--- config.mk ---
export PLATFORM = sky130hd
export DESIGN_NAME = load_store_unit
export DESIGN_NICKNAME = d
export VERILOG_FILES = /design/src/rtl/lsu_pkg.sv /design/src/rtl/lsu_lane_align.sv /design/src/rtl/load_store_unit.sv
export SDC_FILE = /design/constraint.sdc
export NUM_CORES = 1
export LEC_CHECK = 0
export CORE_AREA = 4 4 112 114
export CTS_CLUSTER_DIAMETER = 150
export DETAILED_ROUTE_END_ITERATION = 7
export DIE_AREA = 0 0 116 118
export GPL_TIMING_DRIVEN = 1
export PLACE_DENSITY = 0.76
export RECOVER_POWER = 25
export SETUP_SLACK_MARGIN = 0.02
export SLEW_MARGIN = 20
export SYNTH_ARGS = -nofsm -noshare
export SYNTH_HDL_FRONTEND = slang
export SYNTH_SLANG_ARGS = --single-unit
--- constraint.sdc ---
create_clock -name CLK -period 2.9 [get_ports CLK]
set_input_delay 0.29 -clock CLK [delete_from_list [all_inputs] [get_ports CLK]]
set_output_delay 0.29 -clock CLK [all_outputs]
set_load 0.03 [all_outputs]
--- src/rtl/lsu_pkg.sv ---
// Shared definitions for the load/store unit: RV32I width codes, FSM encoding
// and byte/half lane select and insert helpers.
package lsu_pkg;

  localparam logic [2:0] F3_B  = 3'b000;
  localparam logic [2:0] F3_H  = 3'b001;
  localparam logic [2:0] F3_W  = 3'b010;
  localparam logic [2:0] F3_BU = 3'b100;
  localparam logic [2:0] F3_HU = 3'b101;

  typedef enum logic [2:0] {
    S_IDLE, S_READ, S_CAPTURE, S_MERGE, S_WRITE, S_DONE
  } state_t;

  function automatic logic [7:0] byte_sel(input logic [31:0] w, input logic [1:0] lane);
    logic [31:0] sh;
    sh = w >> {lane, 3'b000};
    return sh[7:0];
  endfunction

  function automatic logic [15:0] half_sel(input logic [31:0] w, input logic hi);
    return hi ? w[31:16] : w[15:0];
  endfunction

  function automatic logic [31:0] byte_put(input logic [31:0] w, input logic [1:0] lane,
                                           input logic [7:0] b);
    logic [31:0] r;
    r = w;
    case (lane)
      2'd0: r[7:0]   = b;
      2'd1: r[15:8]  = b;
      2'd2: r[23:16] = b;
      default: r[31:24] = b;
    endcase
    return r;
  endfunction

  function automatic logic [31:0] half_put(input logic [31:0] w, input logic hi,
                                           input logic [15:0] h);
    return hi ? {h, w[15:0]} : {w[31:16], h};
  endfunction

endpackage

--- src/rtl/lsu_lane_align.sv ---
// Combinational lane logic: load extract with sign/zero extension and the
// sub-word store merge used by the read-modify-write path.
module lsu_lane_align
  import lsu_pkg::*;
(
  input  logic [2:0]  funct3,
  input  logic [1:0]  lane,
  input  logic [31:0] read_word,
  input  logic [31:0] store_word,
  output logic [31:0] load_value,
  output logic [31:0] merge_value
);

  logic [7:0]  b;
  logic [15:0] h;

  assign b = byte_sel(read_word, lane);
  assign h = half_sel(read_word, lane[1]);

  always_comb begin
    load_value = read_word;
    case (funct3)
      F3_B:    load_value = {{24{b[7]}}, b};
      F3_BU:   load_value = {24'h0, b};
      F3_H:    load_value = {{16{h[15]}}, h};
      F3_HU:   load_value = {16'h0, h};
      default: load_value = read_word;
    endcase
  end

  always_comb begin
    merge_value = read_word;
    case (funct3)
      F3_B:    merge_value = byte_put(read_word, lane, store_word[7:0]);
      F3_H:    merge_value = half_put(read_word, lane[1], store_word[15:0]);
      default: merge_value = read_word;
    endcase
  end

endmodule

--- src/rtl/load_store_unit.sv ---
// RV32I load/store unit over a word-indexed memory with read-modify-write for SB/SH.
// Optional macro LSU_MISALIGN_CHECK_EN: misaligned H/W accesses fault instead of being aligned.
module load_store_unit
  import lsu_pkg::*;
#(
  parameter int MEM_WORDS = 64,
  parameter int IDX_W     = 6
) (
  input  logic        CLK,
  input  logic        RESET,
  input  logic        Start,
  input  logic        MemOp,
  input  logic [2:0]  Funct3,
  input  logic [31:0] Address,
  input  logic [31:0] StoreData,
  output logic [31:0] LoadData,
  output logic        Busy,
  output logic        Done,
  output logic        Fault,
  output logic        MemWriteEnable,
  output logic [31:0] MemAddress,
  output logic [31:0] MemWriteData,
  input  logic [31:0] MemReadData
);

  state_t             state;
  logic               store_q;
  logic [2:0]         f3_q;
  logic [1:0]         lane_q;
  logic [IDX_W-1:0]   idx_q;
  logic [31:0]        sdata_q;
  logic [31:0]        load_value;
  logic [31:0]        merge_value;
  logic               misaligned;
  logic               req_fault;
  logic               addr_unused;

  assign addr_unused = ^Address[31:IDX_W+2];

`ifdef LSU_MISALIGN_CHECK_EN
  assign misaligned = ((Funct3 == F3_H || Funct3 == F3_HU) && Address[0]) ||
                      (Funct3 == F3_W && Address[1:0] != 2'b00);
`else
  assign misaligned = 1'b0;
`endif

  function automatic logic bad_funct3(input logic st, input logic [2:0] f3);
    if (st) return !(f3 inside {F3_B, F3_H, F3_W});
    return !(f3 inside {F3_B, F3_H, F3_W, F3_BU, F3_HU});
  endfunction

  // Misaligned low bits are forced to natural alignment; in the checking build
  // such requests never reach the datapath, so this is harmless there.
  function automatic logic [1:0] align_lane(input logic [2:0] f3, input logic [1:0] a);
    if (f3 == F3_H || f3 == F3_HU) return {a[1], 1'b0};
    if (f3 == F3_W) return 2'b00;
    return a;
  endfunction

  assign req_fault = bad_funct3(MemOp, Funct3) || misaligned;

  lsu_lane_align u_align (
    .funct3      (f3_q),
    .lane        (lane_q),
    .read_word   (MemReadData),
    .store_word  (sdata_q),
    .load_value  (load_value),
    .merge_value (merge_value)
  );

  always_ff @(posedge CLK) begin
    if (Start && state == S_IDLE) begin
      store_q <= MemOp;
      f3_q    <= Funct3;
      lane_q  <= align_lane(Funct3, Address[1:0]);
      idx_q   <= Address[IDX_W+1:2];
      sdata_q <= StoreData;
    end
  end

  always_ff @(posedge CLK) begin
    if (RESET) begin
      state    <= S_IDLE;
      Done     <= 1'b0;
      Fault    <= 1'b0;
      LoadData <= 32'h0;
    end else begin
      case (state)
        S_IDLE: begin
          Done <= 1'b0;
          if (Start) begin
            Fault    <= req_fault;
            LoadData <= 32'h0;
            if (req_fault) begin
              state <= S_DONE;
              Done  <= 1'b1;
            end else if (MemOp && Funct3 == F3_W) begin
              state <= S_WRITE;
            end else begin
              state <= S_READ;
            end
          end
        end
        S_READ:    state <= store_q ? S_MERGE : S_CAPTURE;
        S_CAPTURE: begin
          LoadData <= load_value;
          state    <= S_DONE;
          Done     <= 1'b1;
        end
        S_MERGE, S_WRITE: begin
          state <= S_DONE;
          Done  <= 1'b1;
        end
        default: begin
          state <= S_IDLE;
          Done  <= 1'b0;
        end
      endcase
    end
  end

  // Write strobe is gated by RESET so a reset landing in MERGE/WRITE commits nothing.
  assign Busy           = (state != S_IDLE);
  assign MemWriteEnable = (state == S_MERGE || state == S_WRITE) && !RESET;
  assign MemAddress     = 32'(idx_q & IDX_W'(MEM_WORDS - 1));

  always_comb begin
    MemWriteData = 32'h0;
    if (!RESET) begin
      if (state == S_MERGE)      MemWriteData = merge_value;
      else if (state == S_WRITE) MemWriteData = sdata_q;
    end
  end

endmodule
**Yosys cells after proc, flatten, opt, wreduce, memory -nomap -nowiden**

Index checks and enable logic that the tools add are counted.

- Memories: 0
- Flip-flop bits (word level): 81
- Bits in writable memories: 0
- ROM bits: 0
- Bits in latches: 0
- Output and inout port bits: 100

- Divide/modulo/power cells: 0
- Reduce and logical (&&, ||, !) cells: 20
- $mul: 0
- Shift-type cells: 1
- Equality and inequality tests: 14
- $lt $le $gt $ge: 0
- Add/sub/neg operators: 0
- Mux-type cells: 33
- Bitwise gates (word level): 0

Operators with widths:

| cell | count |
|---|---|
| two-way mux 32 bit | 5 |
| case mux 32 bit (2 select lines) | 2 |
| case mux 32 bit (4 select lines) | 1 |
| two-way mux 8 bit | 4 |
| right shift 32 x 5 -> 8 bit | 1 |
| two-way mux 16 bit | 1 |
| == test 3 bit, second input constant | 5 |
| two-way mux 1 bit | 11 |
| == test 3 x 1 -> 1 bit, second input constant | 3 |
| == test 3 x 2 -> 1 bit, second input constant | 3 |
| zero test 3 bit | 3 |
| two-way mux 3 bit | 3 |
| case mux 3 bit (3 select lines) | 1 |
| two-way mux 2 bit | 4 |
| nonzero test 3 bit | 2 |
| OR reduction 3 bit | 2 |
| nonzero test 5 bit | 1 |
| AND reduction 2 bit | 2 |
| logical AND 1 bit | 3 |
| zero test 1 bit | 3 |
| case mux 1 bit (3 select lines) | 1 |
| == test 2 x 1 -> 1 bit, second input constant | 1 |
| == test 2 bit, second input constant | 1 |
| zero test 2 bit | 1 |
| other kinds (3) | 4 |

**Longest topological paths before layout**

Gate-level depths: netlist of run 1.

- Word-level depth: 8
- Gate-level depth with buffers: 7

**Modules after synthesis**

From an unflattened synthesis of run 1, not the netlist that was laid out.

- Cells, all modules: 559
- Area total of the unflattened synthesis: 5121.2 µm²

Modules (own cells, without submodules):

| module | cells an instance | instances | area each (µm²) |
|---|---|---|---|
| load_store_unit | 331 | 1 | 3717.3 |
| lsu_lane_align | 228 | 1 | 1403.8 |

**Worst setup path after synthesis of run 1**

OpenSTA, ideal clock, no wires.

- Kind: flip-flop to flip-flop
- Start: register state[0]
- End: register f3_q[0] (enable)
- Library setup time: 0.446 ns
- Data arrival time: 2.767 ns
- Path buffers: 1
- Period minus slack after synthesis: 3.212 ns
- Setup slack: -0.312 ns
- Stages on the path, launching flop included: 4
- Path through: dfxtp_1 -> buf_2 -> or3b_1 -> nor2_1

- Cells in the longest elaborated chain, start to end: 2

RTL lines:

| what | line | text |
|---|---|---|
| start: declaration | load_store_unit.sv:26 | `state_t state;` |
| start signal: assignment | load_store_unit.sv:104 | `S_READ: state <= store_q ? S_MERGE : S_CAPTURE;` |
| zero test 3 bit | load_store_unit.sv:72 | `if (Start && state == S_IDLE) begin` |
| logical AND 1 bit | load_store_unit.sv:72 |  |
| end signal: assignment | load_store_unit.sv:74 | `f3_q <= Funct3;` |
| end: declaration | load_store_unit.sv:28 | `logic [2:0] f3_q;` |

No other way between the ends.
A chain may end at the register's enable or synchronous reset.

**Worst setup path after layout of run 1**

- Start: register state[2]
- End: output port MemWriteData[31]

- Cells in the longest elaborated chain, start to end: 4
- Elaborated cells between the ends (all ways): 5

RTL lines:

| what | line | text |
|---|---|---|
| == test 3 bit | load_store_unit.sv:131 | `else if (state == S_WRITE) MemWriteData = sdata_q;` |
| two-way mux 32 bit | load_store_unit.sv:131 |  |
| two-way mux 32 bit * | load_store_unit.sv:130 | `if (state == S_MERGE) MemWriteData = merge_value;` |
| two-way mux 32 bit * | load_store_unit.sv:129 | `if (!RESET) begin` |
| end: declaration | load_store_unit.sv:22 | `output logic [31:0] MemWriteData,` |

Every way passes the cells marked *; elsewhere a longest branch is shown, timed or not.

==> results of run 1 <==
[final timing paths]
path	startpoint	end	slack, ps	cells past startpoint
max	state[2]$_SDFFE_PP0P_	MemWriteData[31]	90	5
min	LoadData[7]$_SDFFE_PP0P_	LoadData[7]$_SDFFE_PP0P_	460	1
max reg2reg	lane_q[1]$_DFFE_PP_	LoadData[22]$_SDFFE_PP0P_	640	7
min reg2reg	LoadData[7]$_SDFFE_PP0P_	LoadData[7]$_SDFFE_PP0P_	460	1
[power by group]
group | internal [mW] | total (mW) | switching (mW) | leakage, nW
logic | 0.366 | 0.897 | 0.531 | 1.58
clock network | 0.777 | 1.23 | 0.454 | 0.163
registers | 1.34 | 1.42 | 0.0804 | 0.716
total | 2.48 | 3.55 | 1.07 | 2.46
[repair_timing]
| item | 4_1_cts | 5_1_grt |
|---|---|---|
| setup buffers | 1 | 3 |
| gates resized for setup | 13 | 2 |
| setup endpoints to repair | 13 | 2 |
| pin swaps | 0 | 1 |
[metrics by stage]
| step | worst slack (ps) | TNS (ps) | utilization, % | power, mW |
|---|---|---|---|---|
| finish | 92.7 | 0 | 54.7 | 3.55 |
| global route | -5.19 | -5.19 | 54.7 | 3.69 |
| CTS | 77.8 | 0 | 54.4 | 3.58 |
| detailed placement | 193 | 0 | 51.6 | 2.35 |
| global placement | 161 | 0 | 51.6 | 2.33 |
| floorplan | 418 | 0 | - | 1.97 |
[flip-flops by register name, summed over array words and instances (netlist names)]
register and cells:
Done 1, state 3, store_q 1, sdata_q 32, idx_q 6, Fault 1, f3_q 3, lane_q 2
LoadData 32
[synth_stat cells (2+ instances only)]
cell,instances,area (um^2)
sky130_fd_sc_hd__edfxtp_1,44,1320
sky130_fd_sc_hd__dfxtp_1,37,741
sky130_fd_sc_hd__a21oi_1,29,145
sky130_fd_sc_hd__buf_4,27,203
sky130_fd_sc_hd__nor2_1,24,90.1
sky130_fd_sc_hd__o21ai_0,23,115
sky130_fd_sc_hd__o2bb2ai_1,21,184
sky130_fd_sc_hd__nand2_1,18,67.6
sky130_fd_sc_hd__mux2i_1,17,170
sky130_fd_sc_hd__a221o_1,16,160
sky130_fd_sc_hd__nand2b_1,14,87.6
sky130_fd_sc_hd__clkbuf_1,10,37.5
sky130_fd_sc_hd__nand3_1,10,50.1
sky130_fd_sc_hd__buf_2,9,45.0
sky130_fd_sc_hd__o21ai_1,9,45.0
sky130_fd_sc_hd__a22oi_1,8,60.1
sky130_fd_sc_hd__a211oi_1,7,52.6
sky130_fd_sc_hd__o22ai_1,7,43.8
sky130_fd_sc_hd__a21boi_0,6,45.0
sky130_fd_sc_hd__and3_1,6,37.5
sky130_fd_sc_hd__or4_1,6,45.0
sky130_fd_sc_hd__nor2b_1,4,25.0
sky130_fd_sc_hd__inv_1,3,11.3
sky130_fd_sc_hd__mux2_2,3,33.8
sky130_fd_sc_hd__or3_1,3,18.8
sky130_fd_sc_hd__a21o_1,2,15.0
sky130_fd_sc_hd__a31oi_1,2,12.5
sky130_fd_sc_hd__and2_1,2,12.5
sky130_fd_sc_hd__buf_1,2,7.51
sky130_fd_sc_hd__buf_6,2,22.5
sky130_fd_sc_hd__clkbuf_2,2,10.0
sky130_fd_sc_hd__nor3_1,2,10.0
sky130_fd_sc_hd__nor4b_1,2,17.5
[metal layers]
| layer | up-vias | track usage [%] | routed length, um |
|---|---|---|---|
| li1 | 1816 | - | - |
| met5 | - | 0 | 0 |
| met1 | 1817 | 26.5 | 5900 |
| met2 | 206 | 32.6 | 6650 |
| met3 | 22 | 4.83 | 1210 |
| met4 | 0 | 5.66 | 244 |
[cell type report]
type | instances | area, um^2 | area share (%)
Timing Repair Buffer | 181 | 1750 | 28.0
Multi-Input combinational cell | 289 | 1910 | 30.5
Sequential cell | 81 | 2060 | 33.0
Inverter | 5 | 23.8 | 0.381
Clock buffer | 13 | 284 | 4.55
Tap cell | 143 | 179 | 2.87
Clock inverter | 3 | 43.8 | 0.701
[critical path: stages, from the launching register on]
cell                              delay, ps
sky130_fd_sc_hd__dfxtp_1                470
sky130_fd_sc_hd__or3b_4                 440
sky130_fd_sc_hd__a21o_4                 320
sky130_fd_sc_hd__inv_6                  130
sky130_fd_sc_hd__o211a_1                150
sky130_fd_sc_hd__clkdlybuf4s50_1        660
[cell families (layout without fill, tap and decap cells)]
family          count (synthesis)  after routing
compound gates                139            139
buf+inv                        58            202
flops                          81             81
mux                            21             21
other cells                     1             26
simple gates                  103            103
==> Flow_metrics.wiki, run 1 <==
{| class="wikitable"
! Metric !! Value
|-
| HPWL reported at the end of detailed placement || 10800 um
|-
| Final instance area || 6240 um^2
|-
| Number of global-route vias before repair || 3770
|-
| Slew headroom || 56.1%
|-
| Hold bufs inserted after CTS || 0
|-
| Synthesis warning total || 0
|-
| FF+latch count, synth || 81
|-
| Core footprint || 11400 um^2
|-
| Arrival @ worst endpoint || 2520 ps
|-
| Post-Route WL || 14000 um
|-
| CTS H-Tree Depth || 3
|-
| Maximum fanout along the worst path || 16
|-
| Capturing element type of the critical path || output pin
|-
| Vias post-DR || 3861
|-
| TritonCTS Buffers || 9
|-
| Worst VDD drop || 0.313 mV
|-
| Per-cell routed wire length || 19.6 um
|-
| Basic-gate share of the synthesized area counting and, or, nand and nor cells || 14.2%
|-
| Crit Path Class || reg -> out
|-
| First-pass GRT wire length || 21200 um
|-
| Kind of start point of the critical path || flip-flop
|-
| Largest net degree at the start of global routing || 43
|-
| Clock sinks || 81
|-
| Layout Nets || 670
|-
| Complex-gate fraction of the synthesized area || 23.0%
|-
| Class of the most critical hold timing path || reg -> reg
|-
| Post-Syn Instances || 403
|-
| CTS root buf || sky130_fd_sc_hd__clkbuf_16
|-
| Asr flop ratio synth || 0%
|-
| P per Cell Area || 568 nW/um^2
|-
| Result of the run || finished, final reports clean
|-
| Max-cap viol count || 0
|-
| Worst slack on hold paths || 455 ps
|-
| GRT Overall Usage || 20.1%
|-
| Leakage power summed over all cells || 2.46 nW
|-
| Post-synth design cell area || 4230 um^2
|-
| Antenna diode instance count || 0
|-
| Dominant combinational cell family by area after synthesis || compound AO/OA/AOI/OAI gates
|-
| Clock transition at the register clock pins on the worst setup and hold paths after CTS || 70 ps
|-
| Core Rows || 39
|-
| Total instance count after detailed placement || 695
|-
| Starting utilization of the core area || 37.0%
|-
| Most frequent standard cell in the layout excluding fill and tap cells || sky130_fd_sc_hd__clkdlybuf4s50_1
|-
| Number of cells in the finished layout apart from fillers || 715
|-
| Height of the chip || 118 um
|-
| Clock tree skew after final layout || 11.4 ps
|-
| Min Tclk post-route || 2810 ps
|-
| Detail-routed via count per cell || 5.40
|-
| Final setup viols || 0
|-
| Sequential area share after synthesis || 48.8%
|-
| Drt initial violations || 306
|-
| CTS tree || built
|-
| Number of library cell types mapped by synthesis || 59
|-
| Commonest cells after routing, fill and taps aside || 85 x sky130_fd_sc_hd__clkdlybuf4s50_1, 44 x sky130_fd_sc_hd__edfxtp_1, 43 x sky130_fd_sc_hd__dlygate4sd3_1
|-
| GRT Residual Overflow || 0
|-
| Upper clock frequency limit || 356 MHz
|-
| Synth Flop Type || sky130_fd_sc_hd__edfxtp_1
|-
| Slew at the pin closest to its max-slew limit || 656 ps
|-
| Arithmetic-cell share of the synthesized area counting full adders, half adders and majority gates || 0%
|-
| Signed area change from the synthesized netlist to the final layout || 47.7%
|-
| Portion of netlist area occupied by mux cells || 5.36%
|-
| Share of layout cells above drive strength 1 || 12.6%
|-
| IO Port Bufs || 152
|-
| Xor/xnor cell area share of the yosys netlist || 0%
|-
| Average instance area after synthesis || 10.5 um^2
|-
| Die outline area || 13700 um^2
|-
| Required time of the critical path || 2610 ps
|-
| Total I/O pin count || 203
|-
| Cell area reported after detailed placement || 5890 um^2
|-
| DRC violation count after routing || 0
|-
| Max clock buf depth || 2
|-
| Number of search-and-repair iterations in the first detailed-routing pass || 5
|-
| Final Cycle Share || 96.8%
|-
| Number of hold-slack violations in the final timing report || 0
|-
| Number of enable-type register cells in the synthesized netlist || 44
|-
| Pins Over Slew Limit || 0
|-
| Die X || 116 um
|-
| Fillcell total || 1024
|-
| Routability congestion estimate || 0.957
|-
| Detail Route Antenna Nets || 0
|-
| Initial antenna violation count || 0
|-
| Latest clock arrival within the worst-skew pair || 340 ps
|}
Power figures use the tool's default switching activity.
==> run 2: changes to the inputs <==
Settings changed: RECOVER_POWER 25 to not set.
Clock period 2.9 ns to 2.4 ns, I/O delays scaled along.
==> Flow_metrics.wiki, run 2 (same netlist as run 1, synthesis figures left out) <==
{| class="wikitable"
! Metric !! Value
|-
| Required time of the critical path || 2160 ps (-450 ps)
|-
| Signed area change from the synthesized netlist to the final layout || 56.3%
|-
| Slew at the pin closest to its max-slew limit || 716 ps (+60.8 ps)
|-
| TritonCTS Buffers || 9 (unchanged)
|-
| GRT Overall Usage || 20.3% (+0.24 points)
|-
| Most frequent standard cell in the layout excluding fill and tap cells || sky130_fd_sc_hd__clkdlybuf4s50_1
|-
| Crit path max-delay family || simple AND/OR/NAND/NOR gates
|-
| Per-cell routed wire length || 20.1 um (+2.9%)
|-
| Worst setup timing slack at the placement stage || 237 ps (+43.6 ps)
|-
| Core footprint || 11400 um^2 (unchanged)
|-
| CTS root buf || sky130_fd_sc_hd__clkbuf_16
|-
| Pins Over Slew Limit || 0 (unchanged)
|-
| Number of search-and-repair iterations in the first detailed-routing pass || 5 (unchanged)
|-
| Clock transition at the register clock pins on the worst setup and hold paths after CTS || 60 ps (about the same)
|-
| Final Util || 57.9% (+3.2 points)
|-
| Antenna diode instance count || 0 (unchanged)
|-
| Core Rows || 39 (unchanged)
|-
| Cells along the critical path || buf_4, and3_1, a211oi_2, or4_4, a21oi_2, buf_4
|-
| Kind of start point of the critical path || flip-flop
|-
| Class of the most critical hold timing path || in -> reg
|-
| Final Cycle Share || 98.1%
|-
| Post-Route WL || 14600 um (+4.4%)
|-
| Sequential cell area || 2060 um^2 (about the same)
|-
| Latest clock arrival within the worst-skew pair || 350 ps (about the same)
|-
| Slowest Stage Delay on Critical Path || 530 ps (-130 ps)
|-
| Total I/O pin count || 203 (unchanged)
|-
| Number of cells in the finished layout apart from fillers || 726 (+1.5%)
|-
| Die X || 116 um (unchanged)
|-
| Number of global-route vias before repair || 3861 (+2.4%)
|-
| Number of hold-slack violations in the final timing report || 0 (unchanged)
|-
| Layout Nets || 681 (+1.6%)
|-
| Leakage power summed over all cells || 2.54 nW (+3.3%)
|-
| Commonest cells after routing, fill and taps aside || 119 x sky130_fd_sc_hd__clkdlybuf4s50_1, 58 x sky130_fd_sc_hd__buf_4, 44 x sky130_fd_sc_hd__edfxtp_1
|-
| Detail-routed via count per cell || 5.42 (+0.40%)
|-
| Initial antenna violation count || 0 (unchanged)
|-
| GR met3 Demand/Resource || 5.45% (+0.62 points)
|-
| Routability congestion estimate || 0.947 (-1.0%)
|-
| Min Tclk post-route || 2350 ps
|-
| Final setup viols || 0 (unchanged)
|-
| DRC violation count after routing || 0 (unchanged)
|-
| HPWL reported at the end of detailed placement || 10900 um (+0.58%)
|-
| Vias post-DR || 3936 (+1.9%)
|-
| Buffers & Inverters on Critical Path || 2 (unchanged)
|-
| Starting utilization of the core area || 37.0% (unchanged)
|-
| Met1 layer usage reported by global route || 25.0% (-1.5 points)
|-
| GR met2 Demand/Resource || 33.2% (+0.65 points)
|-
| Fillcell total || 933 (-8.9%)
|-
| Largest net degree at the start of global routing || 39 (-9.3%)
|-
| Worst VDD drop || 0.437 mV (+39%)
|-
| Total instance count after detailed placement || 692 (-0.43%)
|-
| Detail Route Antenna Nets || 0 (unchanged)
|-
| Area of the multi-input gates || 2190 um^2 (+15%)
|-
| IO Port Bufs || 152 (unchanged)
|-
| Most Crowded Layer GR || met2
|-
| Arrival @ worst endpoint || 2110 ps (-410 ps)
|-
| CTS H-Tree Depth || 3 (unchanged)
|-
| Max-cap viol count || 0 (unchanged)
|-
| Height of the chip || 118 um (unchanged)
|-
| Maximum fanout along the worst path || 8 (-8)
|-
| P per Cell Area || 635 nW/um^2 (+12%)
|-
| Share of layout cells above drive strength 1 || 23.5% (+11 points)
|-
| Unrepaired setup endpoints after global routing || true
|-
| Post-route setup slack || 45.7 ps (-47.1 ps)
|-
| Clock sinks || 81 (unchanged)
|-
| Drt initial violations || 306 (unchanged)
|-
| Upper clock frequency limit || 425 MHz
|-
| Crit-path most repeated cell || sky130_fd_sc_hd__buf_4
|-
| Capturing element type of the critical path || output pin
|-
| Slew headroom || 52.2% (-3.9 points)
|-
| Clock tree skew after final layout || 5.63 ps (-5.74 ps)
|-
| Library cell contributing the largest single delay on the critical path || sky130_fd_sc_hd__or4_4
|-
| Die outline area || 13700 um^2 (unchanged)
|-
| CTS tree || built
|-
| Crit Path Class || reg -> out
|-
| Max clock buf depth || 2 (unchanged)
|-
| Registers with the most flip-flops || LoadData x32, sdata_q x32, idx_q x6
|-
| First-pass GRT wire length || 21200 um (+0.20%)
|-
| GRT Residual Overflow || 0 (unchanged)
|-
| Result of the run || finished, final reports clean
|}
==> run 2: worst reg2reg max path: stages, from the launching register on <==
cell                       delay [ps]
sky130_fd_sc_hd__edfxtp_1         460
sky130_fd_sc_hd__buf_4            200
sky130_fd_sc_hd__buf_4            190
sky130_fd_sc_hd__mux4_2           400
sky130_fd_sc_hd__nand2b_1          80
sky130_fd_sc_hd__a21oi_2          590
sky130_fd_sc_hd__a221o_1          210
==> run 2: final cells by class <==
| type | instances | share of cell area, % |
|---|---|---|
| Sequential cell | 81 | 31.2 |
| Tap cell | 143 | 2.71 |
| Inverter | 5 | 0.360 |
| Clock buffer | 10 | 3.46 |
| Clock inverter | 6 | 0.530 |
| Timing Repair Buffer | 192 | 28.6 |
| Multi-Input combinational cell | 289 | 33.2 |
==> run 2: final timing paths <==
kind              slack, ps  cells past startpoint                 startpoint                   endpoint
setup / recovery         50                      6    lane_q[0]$_SDFFCE_PP0P_           MemWriteData[26]
hold / removal          440                      1              StoreData[31]      sdata_q[31]$_DFFE_PP_
setup reg to reg        220                      6        lane_q[1]$_DFFE_PP_  LoadData[27]$_SDFFE_PP0P_
hold reg to reg         460                      1  LoadData[11]$_SDFFE_PP0P_  LoadData[11]$_SDFFE_PP0P_
==> run 2: routing by layer <==
layer | vias up | wire, um
met4 | 0 | 461
met1 | 1852 | 5800
met2 | 203 | 7220
met3 | 43 | 1140
met5 | - | 0
li1 | 1838 | -
==> run 2: stage by stage <==
stage	setup TNS (ps)	hold slack [ps]	area (um^2)	power [mW]
4_1_cts	-379	437	6250	4.11
3_5_place_dp	0	453	5900	2.84
2_1_floorplan	0	339	4330	2.38
6_report	0	441	6610	4.20
5_1_grt	-227	435	6610	4.36
3_3_place_gp	0	442	5900	2.82
==> run 2: report_power, final <==
group	switching [mW]	internal, mW
Clock	0.545	0.691
Sequential	0.103	1.62
Combinational	0.701	0.538
Total	1.35	2.85
==> run 2: repair_timing <==
action	in CTS	in global routing
buffers inserted	8	10
pin swaps	1	8
endpoints found under the setup margin	31	31
hold buffers	0	0
gates resized for setup	7	46
==> run 3: changes to the inputs <==
Settings changed: CORE_AREA 4 4 112 114 to 4 4 133 97, DIE_AREA 0 0 116 118 to 0 0 137 101, GPL_ROUTABILITY_DRIVEN set to 0, SETUP_SLACK_MARGIN 0.02 to 0.2.
==> Flow_metrics.wiki, run 3 (same netlist as run 1, synthesis figures left out) <==
{| class="wikitable"
! Metric !! Value
|-
| Detail Route Antenna Nets || 0 (unchanged)
|-
| Fillcell total || 902 (-3.3%)
|-
| Post-Route WL || 15000 um (+2.3%)
|-
| Gate power share || 29.9% (+0.4 points)
|-
| Number of global-route vias before repair || 3945 (+2.2%)
|-
| Result of the run || finished, final reports clean
|-
| Max-cap viol count || 0 (unchanged)
|-
| P per Cell Area || 640 nW/um^2 (+0.83%)
|-
| GRT Residual Overflow || 0 (unchanged)
|-
| Core footprint || 11600 um^2 (+1.2%)
|-
| Latest clock arrival within the worst-skew pair || 330 ps (-20 ps)
|-
| Height of the chip || 101 um (-14%)
|-
| Unrepaired setup endpoints after global routing || true
|-
| Min Tclk post-route || 2340 ps (-14.7 ps)
|-
| HPWL reported at the end of detailed placement || 10900 um (+0.69%)
|-
| Slowest Stage Delay on Critical Path || 530 ps (about the same)
|-
| Buffers & Inverters on Critical Path || 2 (unchanged)
|-
| CTS tree || built
|-
| Registers with the most flip-flops || LoadData x32, sdata_q x32, idx_q x6
|-
| CTS H-Tree Depth || 3 (unchanged)
|-
| Initial antenna violation count || 0 (unchanged)
|-
| Die outline area || 13800 um^2 (+1.1%)
|-
| Kind of start point of the critical path || flip-flop
|-
| Internal power consumption || 3.08 mW (+8.1%)
|-
| Crit path max-delay family || compound AO/OA/AOI/OAI gates
|-
| First-pass GRT wire length || 22300 um (+5.2%)
|-
| Number of hold-slack violations in the final timing report || 0 (unchanged)
|-
| CTS root buf || sky130_fd_sc_hd__clkbuf_16
|-
| Cell area reported after detailed placement || 6020 um^2 (+2.0%)
|-
| Vias post-DR || 4078 (+3.6%)
|-
| Die X || 137 um (+18%)
|-
| Max clock buf depth || 2 (unchanged)
|-
| Clock tree skew after final layout || 9.39 ps (+3.76 ps)
|-
| DRC violation count after routing || 0 (unchanged)
|-
| IO Port Bufs || 152 (unchanged)
|-
| Layout Nets || 689 (+1.2%)
|-
| Slew at the pin closest to its max-slew limit || 617 ps (-98.8 ps)
|-
| Library cell contributing the largest single delay on the critical path || sky130_fd_sc_hd__edfxtp_1
|-
| Number of search-and-repair iterations in the first detailed-routing pass || 5 (unchanged)
|-
| Worst slack on hold paths || 459 ps (+18.0 ps)
|-
| Antenna diode instance count || 0 (unchanged)
|-
| Final Cycle Share || 97.5% (-0.61 points)
|-
| Power dissipated by switching net loads || 1.38 mW (+2.1%)
|-
| Share of layout cells above drive strength 1 || 26.6% (+3.1 points)
|-
| Class of the most critical hold timing path || in -> reg
|-
| TritonCTS Buffers || 9 (unchanged)
|-
| Upper clock frequency limit || 427 MHz (+0.63%)
|-
| Per-cell routed wire length || 20.0 um (-0.74%)
|-
| Area of the multi-input gates || 2260 um^2 (+2.9%)
|-
| Drt initial violations || 300 (-2.0%)
|-
| Post-route setup slack || 60.4 ps (+14.7 ps)
|-
| Detail-routed via count per cell || 5.45 (+0.56%)
|-
| Largest net degree at the start of global routing || 39 (unchanged)
|-
| Worst setup timing slack at the placement stage || 224 ps (-12.1 ps)
|-
| Sequential fraction of design power || 38.6% (-2.4 points)
|-
| GRT Overall Usage || 21.2% (+0.85 points)
|-
| Most frequent standard cell in the layout excluding fill and tap cells || sky130_fd_sc_hd__clkdlybuf4s50_1
|-
| Switching portion of total power || 30.9% (-1.2 points)
|-
| Required time of the critical path || 2160 ps (about the same)
|-
| Commonest cells after routing, fill and taps aside || 119 x sky130_fd_sc_hd__clkdlybuf4s50_1, 49 x sky130_fd_sc_hd__buf_4, 44 x sky130_fd_sc_hd__edfxtp_1
|-
| Hold bufs inserted after CTS || 0 (unchanged)
|-
| Clock transition at the register clock pins on the worst setup and hold paths after CTS || 70 ps (about the same)
|-
| Final instance area || 6960 um^2 (+5.3%)
|-
| Leakage power summed over all cells || 2.63 nW (+3.6%)
|-
| Worst VDD drop || 0.395 mV (-9.5%)
|-
| Clock sinks || 81 (unchanged)
|-
| Signed area change from the synthesized netlist to the final layout || 64.6%
|-
| Slew headroom || 58.8% (+6.6 points)
|-
| Maximum fanout along the worst path || 8 (unchanged)
|-
| Core Rows || 33 (-15%)
|-
| Final setup viols || 0 (unchanged)
|-
| Arrival @ worst endpoint || 2100 ps (about the same)
|-
| Pins Over Slew Limit || 0 (unchanged)
|-
| Cells along the critical path || buf_6, nor3_4, o21ai_2, a22oi_2, o2bb2ai_4, buf_12
|-
| Crit Path Class || reg -> out
|-
| Capturing element type of the critical path || output pin
|-
| Total power consumption of the routed design || 4.45 mW (+6.1%)
|-
| Starting utilization of the core area || 36.6% (-0.46 points)
|-
| Sequential cell area || 2070 um^2 (+0.42%)
|-
| Total I/O pin count || 203 (unchanged)
|-
| Clock share of power || 31.5% (+2.1 points)
|}
==> run 3: changes by cell type in the layout (fill, tap and decap cells not counted), sizes merged <==
cell      before  now
bufinv         0    1
bufbuf         0    1
buf           72   78
clkbuf        10   11
inv            4    5
clkinvlp       2    0
==> run 3: worst register-to-register path, stage by stage (launching register included) <==
cell and delay [ps]:
sky130_fd_sc_hd__edfxtp_1 360, sky130_fd_sc_hd__buf_4 180, sky130_fd_sc_hd__buf_4 240, sky130_fd_sc_hd__mux4_2 570, sky130_fd_sc_hd__nand2b_1 140, sky130_fd_sc_hd__a21oi_4 130
sky130_fd_sc_hd__a221o_1 290
==> run 3: final cells by class <==
class / count / area share [%]
multi-input combinational: 289 / 32.4
timing repair buffer: 199 / 30.1
sequential: 81 / 29.8
clock buffer: 11 / 3.65
tap: 157 / 2.82
clock inverter: 5 / 0.773
inverter: 5 / 0.378
timing repair inverter: 1 / 0.0899
==> run 3: metal layers <==
| layer | routed length [um] | global-route usage (%) | vias up | share of wire (%) |
|---|---|---|---|---|
| li1 | - | - | 1852 | - |
| met1 | 6460 | 29.4 | 1927 | 43 |
| met2 | 6480 | 32.0 | 265 | 43 |
| met3 | 1700 | 6.54 | 34 | 11 |
| met4 | 312 | 5.83 | 0 | 2.1 |
| met5 | 0 | 0 | - | 0 |
==> run 3: path summary, 6_finish.rpt <==
check | start | to | slack (ps) | depth (start not counted)
setup reg to reg | lane_q[1]$_DFFE_PP_ | LoadData[20]$_SDFFE_PP0P_ | 360 | 6
setup / recovery | f3_q[1]$_DFFE_PP_ | MemWriteData[9] | 60 | 6
hold reg to reg | LoadData[5]$_SDFFE_PP0P_ | LoadData[5]$_SDFFE_PP0P_ | 470 | 1
hold / removal | StoreData[5] | sdata_q[5]$_DFFE_PP_ | 460 | 1
==> run 3: power groups by stage <==
stage                     sequential [mW]  clock (mW)  combinational, mW
after floorplan                      1.78           0              0.595
after global placement               1.74           0               1.10
after detailed placement             1.74           0               1.12
after CTS                            1.71        1.43               1.29
after global routing                 1.73        1.48               1.41
final                                1.72        1.40               1.33
==> run 3: what timing repair did <==
| action | 4_1_cts | 5_1_grt |
|---|---|---|
| setup endpoints to repair | 33 | 48 |
| pin swaps | 27 | 7 |
| buffers inserted | 23 | 2 |
| cloned | 1 | 0 |
| resized for setup | 61 | 16 |
==> run 3: per-stage QoR <==
step	TNS, ps	util, %	std cells
5_1_grt	-12.5	60.2	748
2_1_floorplan	0	-	428
4_1_cts	0	59.4	746
6_report	0	60.2	748
3_5_place_dp	0	52.1	706
3_3_place_gp	0	52.1	706
